<file path="config.mk">
export PLATFORM = sky130hd
export DESIGN_NAME = signed_addsub_pipe
export DESIGN_NICKNAME = d
export VERILOG_FILES = /design/src/rtl/signed_addsub_pipe.sv
export SDC_FILE = /design/constraint.sdc
export NUM_CORES = 1
export LEC_CHECK = 0
export ABC_AREA = 1
export BUFFER_PORTS_ARGS = -buffer_cell sky130_fd_sc_hd__buf_2
export CAP_MARGIN = 20
export CORE_UTILIZATION = 40
export DETAILED_ROUTE_END_ITERATION = 6
export GPL_TIMING_DRIVEN = 0
export HOLD_SLACK_MARGIN = 0.05
export PLACE_DENSITY_LB_ADDON = 0.25
export SLEW_MARGIN = 20
export SYNTH_ARGS = -nofsm -noshare
export SYNTH_HDL_FRONTEND = slang
export SYNTH_SLANG_ARGS = --single-unit
</file>
<file path="constraint.sdc">
create_clock -name clk -period 2.3 [get_ports clk]
set_input_delay 0.46 -clock clk [delete_from_list [all_inputs] [get_ports clk]]
set_output_delay 0.46 -clock clk [all_outputs]
set_load 0.05 [all_outputs]
</file>
<file path="src/rtl/signed_addsub_pipe.sv">
// Two-stage pipelined signed add/subtract unit with an internal accumulator,
// wrap or saturate arithmetic, result flags and valid/ready handshakes on
// both the input and output sides.
module signed_addsub_pipe #(
    parameter int WIDTH       = 4,
    parameter bit SAT_DEFAULT = 1'b0
) (
    input  logic             clk,
    input  logic             rst_n,
    input  logic             in_valid,
    output logic             in_ready,
    input  logic [WIDTH-1:0] in_a,
    input  logic [WIDTH-1:0] in_b,
    input  logic [1:0]       in_op,
    input  logic             in_sat,
    input  logic             acc_clr,
    output logic             out_valid,
    input  logic             out_ready,
    output logic [WIDTH-1:0] out_res,
    output logic             out_ovf,
    output logic             out_zero,
    output logic             out_neg,
    output logic [WIDTH-1:0] acc_val
);

    localparam logic [WIDTH-1:0] MAX_POS = {1'b0, {(WIDTH-1){1'b1}}};
    localparam logic [WIDTH-1:0] MIN_NEG = {1'b1, {(WIDTH-1){1'b0}}};

    logic             sat_mode;
    logic [WIDTH-1:0] acc;

    logic             s1_valid;
    logic [WIDTH-1:0] s1_res;
    logic             s1_ovf;
    logic             s2_valid;

    logic             s2_adv;
    logic             accept;
    logic [WIDTH-1:0] acc_eff;
    logic [WIDTH-1:0] x_op;
    logic [WIDTH-1:0] y_op;
    logic [WIDTH:0]   x_ext;
    logic [WIDTH:0]   y_ext;
    logic [WIDTH:0]   raw;
    logic             raw_ovf;
    logic [WIDTH-1:0] raw_res;

    // Handshake and stage-advance conditions
    always_comb begin
        s2_adv    = !s2_valid || out_ready;
        in_ready  = !s1_valid || s2_adv;
        accept    = in_valid && in_ready;
        out_valid = s2_valid;
        acc_val   = acc;
    end

    // Operand selection, extended add/sub, overflow detection and saturation
    always_comb begin
        // A clear in the same cycle makes an accumulator op see zero
        acc_eff = acc_clr ? '0 : acc;
        x_op    = in_op[1] ? acc_eff : in_a;
        y_op    = in_op[1] ? in_a : in_b;
        x_ext   = {x_op[WIDTH-1], x_op};
        y_ext   = {y_op[WIDTH-1], y_op};
        raw     = in_op[0] ? (x_ext - y_ext) : (x_ext + y_ext);
        // Out of range exactly when the two top bits of the extended sum disagree
        raw_ovf = raw[WIDTH] ^ raw[WIDTH-1];
        if (raw_ovf && (in_sat || sat_mode)) begin
            raw_res = raw[WIDTH] ? MIN_NEG : MAX_POS;
        end else begin
            raw_res = raw[WIDTH-1:0];
        end
    end

    // Saturate-mode bit, loaded from its default at reset
    always_ff @(posedge clk or negedge rst_n) begin
        if (!rst_n) begin
            sat_mode <= SAT_DEFAULT;
        end else begin
            sat_mode <= sat_mode;
        end
    end

    // Accumulator: written by accepted accumulator ops, otherwise cleared on request
    always_ff @(posedge clk or negedge rst_n) begin
        if (!rst_n) begin
            acc <= '0;
        end else if (accept && in_op[1]) begin
            acc <= raw_res;
        end else if (acc_clr) begin
            acc <= '0;
        end
    end

    // Stage 1: capture computed result on acceptance, drain when stage 2 takes it
    always_ff @(posedge clk or negedge rst_n) begin
        if (!rst_n) begin
            s1_valid <= 1'b0;
            s1_res   <= '0;
            s1_ovf   <= 1'b0;
        end else if (in_ready) begin
            s1_valid <= accept;
            if (accept) begin
                s1_res <= raw_res;
                s1_ovf <= raw_ovf;
            end
        end
    end

    // Stage 2: output register with flags, holds while downstream stalls
    always_ff @(posedge clk or negedge rst_n) begin
        if (!rst_n) begin
            s2_valid <= 1'b0;
            out_res  <= '0;
            out_ovf  <= 1'b0;
            out_zero <= 1'b0;
            out_neg  <= 1'b0;
        end else if (s2_adv) begin
            s2_valid <= s1_valid;
            if (s1_valid) begin
                out_res  <= s1_res;
                out_ovf  <= s1_ovf;
                out_zero <= (s1_res == '0);
                out_neg  <= s1_res[WIDTH-1];
            end
        end
    end

endmodule

</file>
=== Yosys cells after proc, flatten, opt, wreduce, memory -nomap -nowiden ===
Index checks and enable logic that the tools add are counted.

* Word-level logic and storage cells: 29
* Bits in registers: 18
* Output and inout bits: 13
* Input port bits: 16

* Muxes and demuxes: 7
* Add/sub/neg operators: 2
* Reductions and logical operators: 10
* Bitwise logic cells: 1

{| class="wikitable"
|+ Operators by type and width
! operator !! count
|-
| 2-to-1 mux 4 bit || 6
|-
| adder 4 x 4 -> 5 bit || 1
|-
| 2-to-1 mux 5 bit || 1
|-
| subtractor 4 x 4 -> 5 bit || 1
|-
| zero test 4 bit || 1
|-
| AND reduction 2 bit || 2
|-
| logical AND 1 bit || 3
|-
| zero test 1 bit || 2
|-
| logical OR 1 bit || 2
|-
| XOR 1 bit || 1
|}

=== Longest topological paths before layout ===
* Word-level depth: 8
* Mapped depth: 21
* Mapped depth without buffers: 21

=== Worst setup path before layout ===
No wires, ideal clock.

* Kind: in2reg
* From: input port in_op[1]
* To: register s1_res[1]
* Path slack: -262 ps
* Setup time: 117 ps
* Arrival time: 2445 ps
* Data required time: 2183 ps
* Stages on the path: 18
* Buffers on the path: 1
* Cell sequence: buf_6 > o21ai_0 > ha_1 > o21ai_0 > fa_1 > nand3_1 > nand3_1 > inv_1 > nand2_1 > nand2_1 > nand2_1 > nand2_2 > nand2_1 > nand3_2 > nand2_1 > nand2_1 > nand2_1 > nand2_1

* Cells in the longest elaborated chain, start to end: 6
* Elaborated cells on any way between the ends: 9
* Those cells by class: add/sub: 2; mux: 5; bitwise: 1; reduce/logical: 1

{| class="wikitable"
|+ RTL lines
! what !! RTL line !! RTL
|-
| from (decl) || 14 || <nowiki>input logic [1:0] in_op,</nowiki>
|-
| 2-to-1 mux 4 bit, on equally long branches || 61, 62 ||
|-
| adder 4 x 4 -> 5 bit or subtractor 4 x 4 -> 5 bit (tied branches) || 65 || <nowiki>raw = in_op[0] ? (x_ext - y_ext) : (x_ext + y_ext);</nowiki>
|-
| 2-to-1 mux 5 bit * || 65 ||
|-
| XOR 1 bit || 67 || <nowiki>raw_ovf = raw[WIDTH] ^ raw[WIDTH-1];</nowiki>
|-
| logical AND 1 bit || 68 || <nowiki>if (raw_ovf && (in_sat || sat_mode)) begin</nowiki>
|-
| 2-to-1 mux 4 bit * || 68 ||
|-
| to (signal assigned) || 104 || <nowiki>s1_res <= raw_res;</nowiki>
|-
| to (decl) || 33 || <nowiki>logic [WIDTH-1:0] s1_res;</nowiki>
|}

Every way passes the cells marked *; elsewhere a longest branch is shown, timed or not.
A chain may end at the register's enable or synchronous reset.

=== Final worst setup path ===
* From: input port in_op[1]
* To: register acc[2] (netlist: acc_val[2])

* Cells in the longest elaborated chain, start to end: 7
* Elaborated cells on any way between the ends: 11
* Those cells by class: add/sub: 2; mux: 6; bitwise: 1; reduce/logical: 2

{| class="wikitable"
|+ RTL lines
! what !! RTL line !! RTL
|-
| 2-to-1 mux 4 bit, on equally long branches || 61, 62 ||
|-
| adder 4 x 4 -> 5 bit or subtractor 4 x 4 -> 5 bit (tied branches) || 65 ||
|-
| 2-to-1 mux 5 bit || 65 ||
|-
| XOR 1 bit || 67 ||
|-
| logical AND 1 bit || 68 ||
|-
| 2-to-1 mux 4 bit || 68 ||
|-
| 2-to-1 mux 4 bit * || 88 || <nowiki>end else if (accept && in_op[1]) begin</nowiki>
|-
| to (signal assigned) || 89 || <nowiki>acc <= raw_res;</nowiki>
|-
| to (decl) || 30 || <nowiki>logic [WIDTH-1:0] acc;</nowiki>
|}

Marked as above.

==> run_results.csv <==
group,metric,value,unit
floorplan,row_count,19,
drt,vias_per_cell,4.92,
global_route,grt_overflow_total,0,
cells_and_area,final_cells,242,
outcome,status,"finished clean",
synth,yosys.area_share.simple,40.7,%
place,dp_hpwl,2120,um
cells_and_area,drive_gt1_share,37.4,%
cells_and_area,seq_area,425,um2
cells_and_area,final_nets,233,
place,gp_congestion,0.789,
sta,finalHoldViolCount,0,
sta,drv_slew,0,
clock_network,clock-sinks,17,
worst_setup_path,worstSetupPathType,"in -> reg",
drt,drt_iter0_drc,33,
worst_setup_path,cp_slowest_stage_delay,0.37,ns
clock_network,cts-buffers-inserted,3,
worst_setup_path,crit_path_end_kind,"flip-flop",
worst_setup_path,cp_cell_sequence,"buf_8 -> buf_8 -> nand2_4 -> nand2_4 -> inv_4 -> ha_4 -> nor2_4 -> xnor2_1 -> ha_1 -> nand3_2 -> nand3_2 -> inv_2 -> nand2_1 -> nand2_1 -> nand2_1 -> nand2_2 -> nand2_2 -> nand3_2 -> nand2_1 -> nand2_2 -> nand2_2 -> nand2_2",
synth,synth_top_family_by_area,"simple AND/OR/NAND/NOR gates",
synth,ys_seq_area_share,35.7,%
drt,wl_per_cell,11.1,um
drt,drc_errors,0,
synth,synth_cells,171,
worst_setup_path,critPathArrivalTime,2.46,ns
synth,syn_area,1190,um2
synth,yosys-top-cells-area,"dfrtp_1, nand2_1, inv_1, o21ai_0, ha_1",
synth,synth_compound_area_share,7.35,%
synth,synth-seq-cells,17,
synth,synth_xor_area_share,2.20,%
place,dp.cells,230,
clock_network,cts-root-buf,"clkbuf_4",
worst_setup_path,cp.required,2.49,ns
floorplan,die-area,3200,um2
synth,synth_common_cells,"nand2_1, inv_1, dfrtp_1",
sta,fin_skew,0.00813,ns
floorplan,design.portCount,29,
clock_network,htree_levels,1,
floorplan,die_x,56.6,um
worst_setup_path,start_kind,"primary input",
synth,synth_top_area_share,35.7,%
sta,setup_viol,0,
clock_network,hold_buffers,0,
worst_setup_path,cpMostUsedCell,"nand2_2",
global_route,antenna_found_initial,0,
sta,timing.slew.headroom,75.3,%
drt,via_count,1190,
synth,synth.area.mux_share,0,%
cells_and_area,multi_input_comb_area,749,um2
synth,yosysTopAreaCell,"dfrtp_1",
floorplan,die_y,56.6,um
cells_and_area,design_area,1560,um2
floorplan,placeableCoreArea,2780,um2
synth,syn_avg_cell_area,6.97,um2
drt,drt-total-wl,2680,um
sta,fin_crit,2.26,ns
global_route,grt_max_degree,18,
hold_path,min-delay-path-class,"in -> async",
sta,fmax,442,MHz
drt,dr.pass1.iters,4,
synth,async_reset_ff_share,100,%
place,dpl-instance-area,1430,um2
sta,fin_tns_setup,0,ns
global_route,grt_pass1_vias,1098,
cells_and_area,fillers,266,
floorplan,start_util,42.9,%
global_route,grt_pass1_wl,4510,um
synth,synth.yosys.warnings,0,
place,io_buffer_count,28,
sta,tightest_slew,0.370,ns
clock_network,cts_tree,"yes",
cells_and_area,diodes,0,
place,dp_slack,-0.391,ns
drt,antenna_left,0,
synth,synth_fp_nets,192,
synth,synthFlopType,"dfrtp_1",
clock_network,clk_latency,0.30,ns
sta,rsz0062_at_grt,"yes",
pwr,p_per_area,866,nW/um2
global_route,grtUsageTotal,17.9,%
synth,synth_edf_count,0,
clock_network,clk_path_buf_depth,2,
sta,fin_crit_sh,98.4,%
synth,yosysMostFrequentCell,"nand2_1",
flow_run,cap_violations,0,
synth,synthAdderAreaFrac,5.88,%
sta,setup_ws,0.0360,ns
worst_setup_path,cp_max_fo,5,
cells_and_area,final_core_util,56.1,%
pwr,total_leakage_power,0.884,nW
pwr,vdd_drop_max,0.870,mV
worst_setup_path,crit_slowest_cell,"ha_1",
clock_network,path_clk_slew,0.10,ns
synth,yosysUniqueCellTypes,23,
cells_and_area,area_growth,30.9,%
-- critical path: cells and delay by family --
kind	cells	cell delay, ns
simple gates	15	1.00
xor+xnor	1	0.12
fa+ha+maj	2	0.51
buf+inv	4	0.34
-- worst paths after layout --
kind                       cells after the start    endpoint        from  slack [ns]
hold reg to reg                                2  out_res[1]  out_res[1]        0.49
setup reg to reg                              18  acc_val[2]  acc_val[1]        0.23
max in group asynchronous                      1   s1_res[0]       rst_n        1.97
hold / removal                                 1   s1_res[1]       rst_n        0.06
min in group clk                               4   out_valid   out_ready        0.45
setup / recovery                              22  acc_val[2]    in_op[1]        0.04
-- placed cells by master (no fill, tap or decap), drive strengths merged --
master / synthesis / layout
xnor2: 1 / 1
nand3: 13 / 13
inv: 20 / 20
a21oi: 3 / 3
dfrtp: 17 / 17
xor2: 2 / 2
ha: 4 / 4
o21ai: 13 / 13
fa: 1 / 1
buf: 2 / 38
nand2: 86 / 86
clkbuf: 1 / 4
nor2: 7 / 7
nand4: 1 / 1
clkinv: 0 / 1
-- registers in the layout (all words and copies together) (netlist names) --
| register | count |
|---|---|
| acc_val | 4 |
| out_res | 4 |
| s1_res | 4 |
| out_ovf | 1 |
| out_valid | 1 |
| out_zero | 1 |
| s1_ovf | 1 |
| s1_valid | 1 |
-- area by class of cell --
| type | instances | area share (%) |
|---|---|---|
| Tap cell | 31 | 2.49 |
| Sequential cell | 17 | 27.3 |
| Clock buffer | 3 | 1.44 |
| Clock inverter | 1 | 0.321 |
| Buffer | 3 | 1.68 |
| Inverter | 20 | 5.29 |
| Timing Repair Buffer | 36 | 13.5 |
| Multi-Input combinational cell | 131 | 48.0 |
-- routing by layer --
| layer | part of all wire [%] | GRT usage [%] | up-vias |
|---|---|---|---|
| met2 | 52 | 31.4 | 26 |
| met1 | 43 | 21.9 | 544 |
| met4 | 1.6 | 7.32 | 0 |
| li1 | - | - | 616 |
| met5 | 0 | 0 | - |
| met3 | 3.7 | 2.30 | 4 |
-- cells by family after synthesis --
family,count (synthesis)
flip-flops,17
buffers and inverters,23
XOR/XNOR,3
AO/OA/AOI/OAI,16
adder cells (fa/ha/maj),5
AND/OR/NAND/NOR,107
-- stage by stage --
stage,power [mW],hold WS [ns]
2_1_floorplan,0.981,0.164
3_3_place_gp,1.12,0.389
3_5_place_dp,1.14,0.399
4_1_cts,1.31,0.0707
5_1_grt,1.44,0.0866
6_report,1.35,0.0600
-- timing repair --
item,4_1_cts,5_1_grt
resized for setup,2,14
pin swaps,2,9
endpoints found under the hold margin,0,0
setup endpoints to repair,6,8
buffers inserted,3,5
-- power breakdown --
part	switching, mW	internal (mW)	total, mW
Combinational	0.527	0.230	0.757
Clock	0.0966	0.0648	0.161
Sequential	0.0463	0.386	0.433
Power figures use the tool's default switching activity.
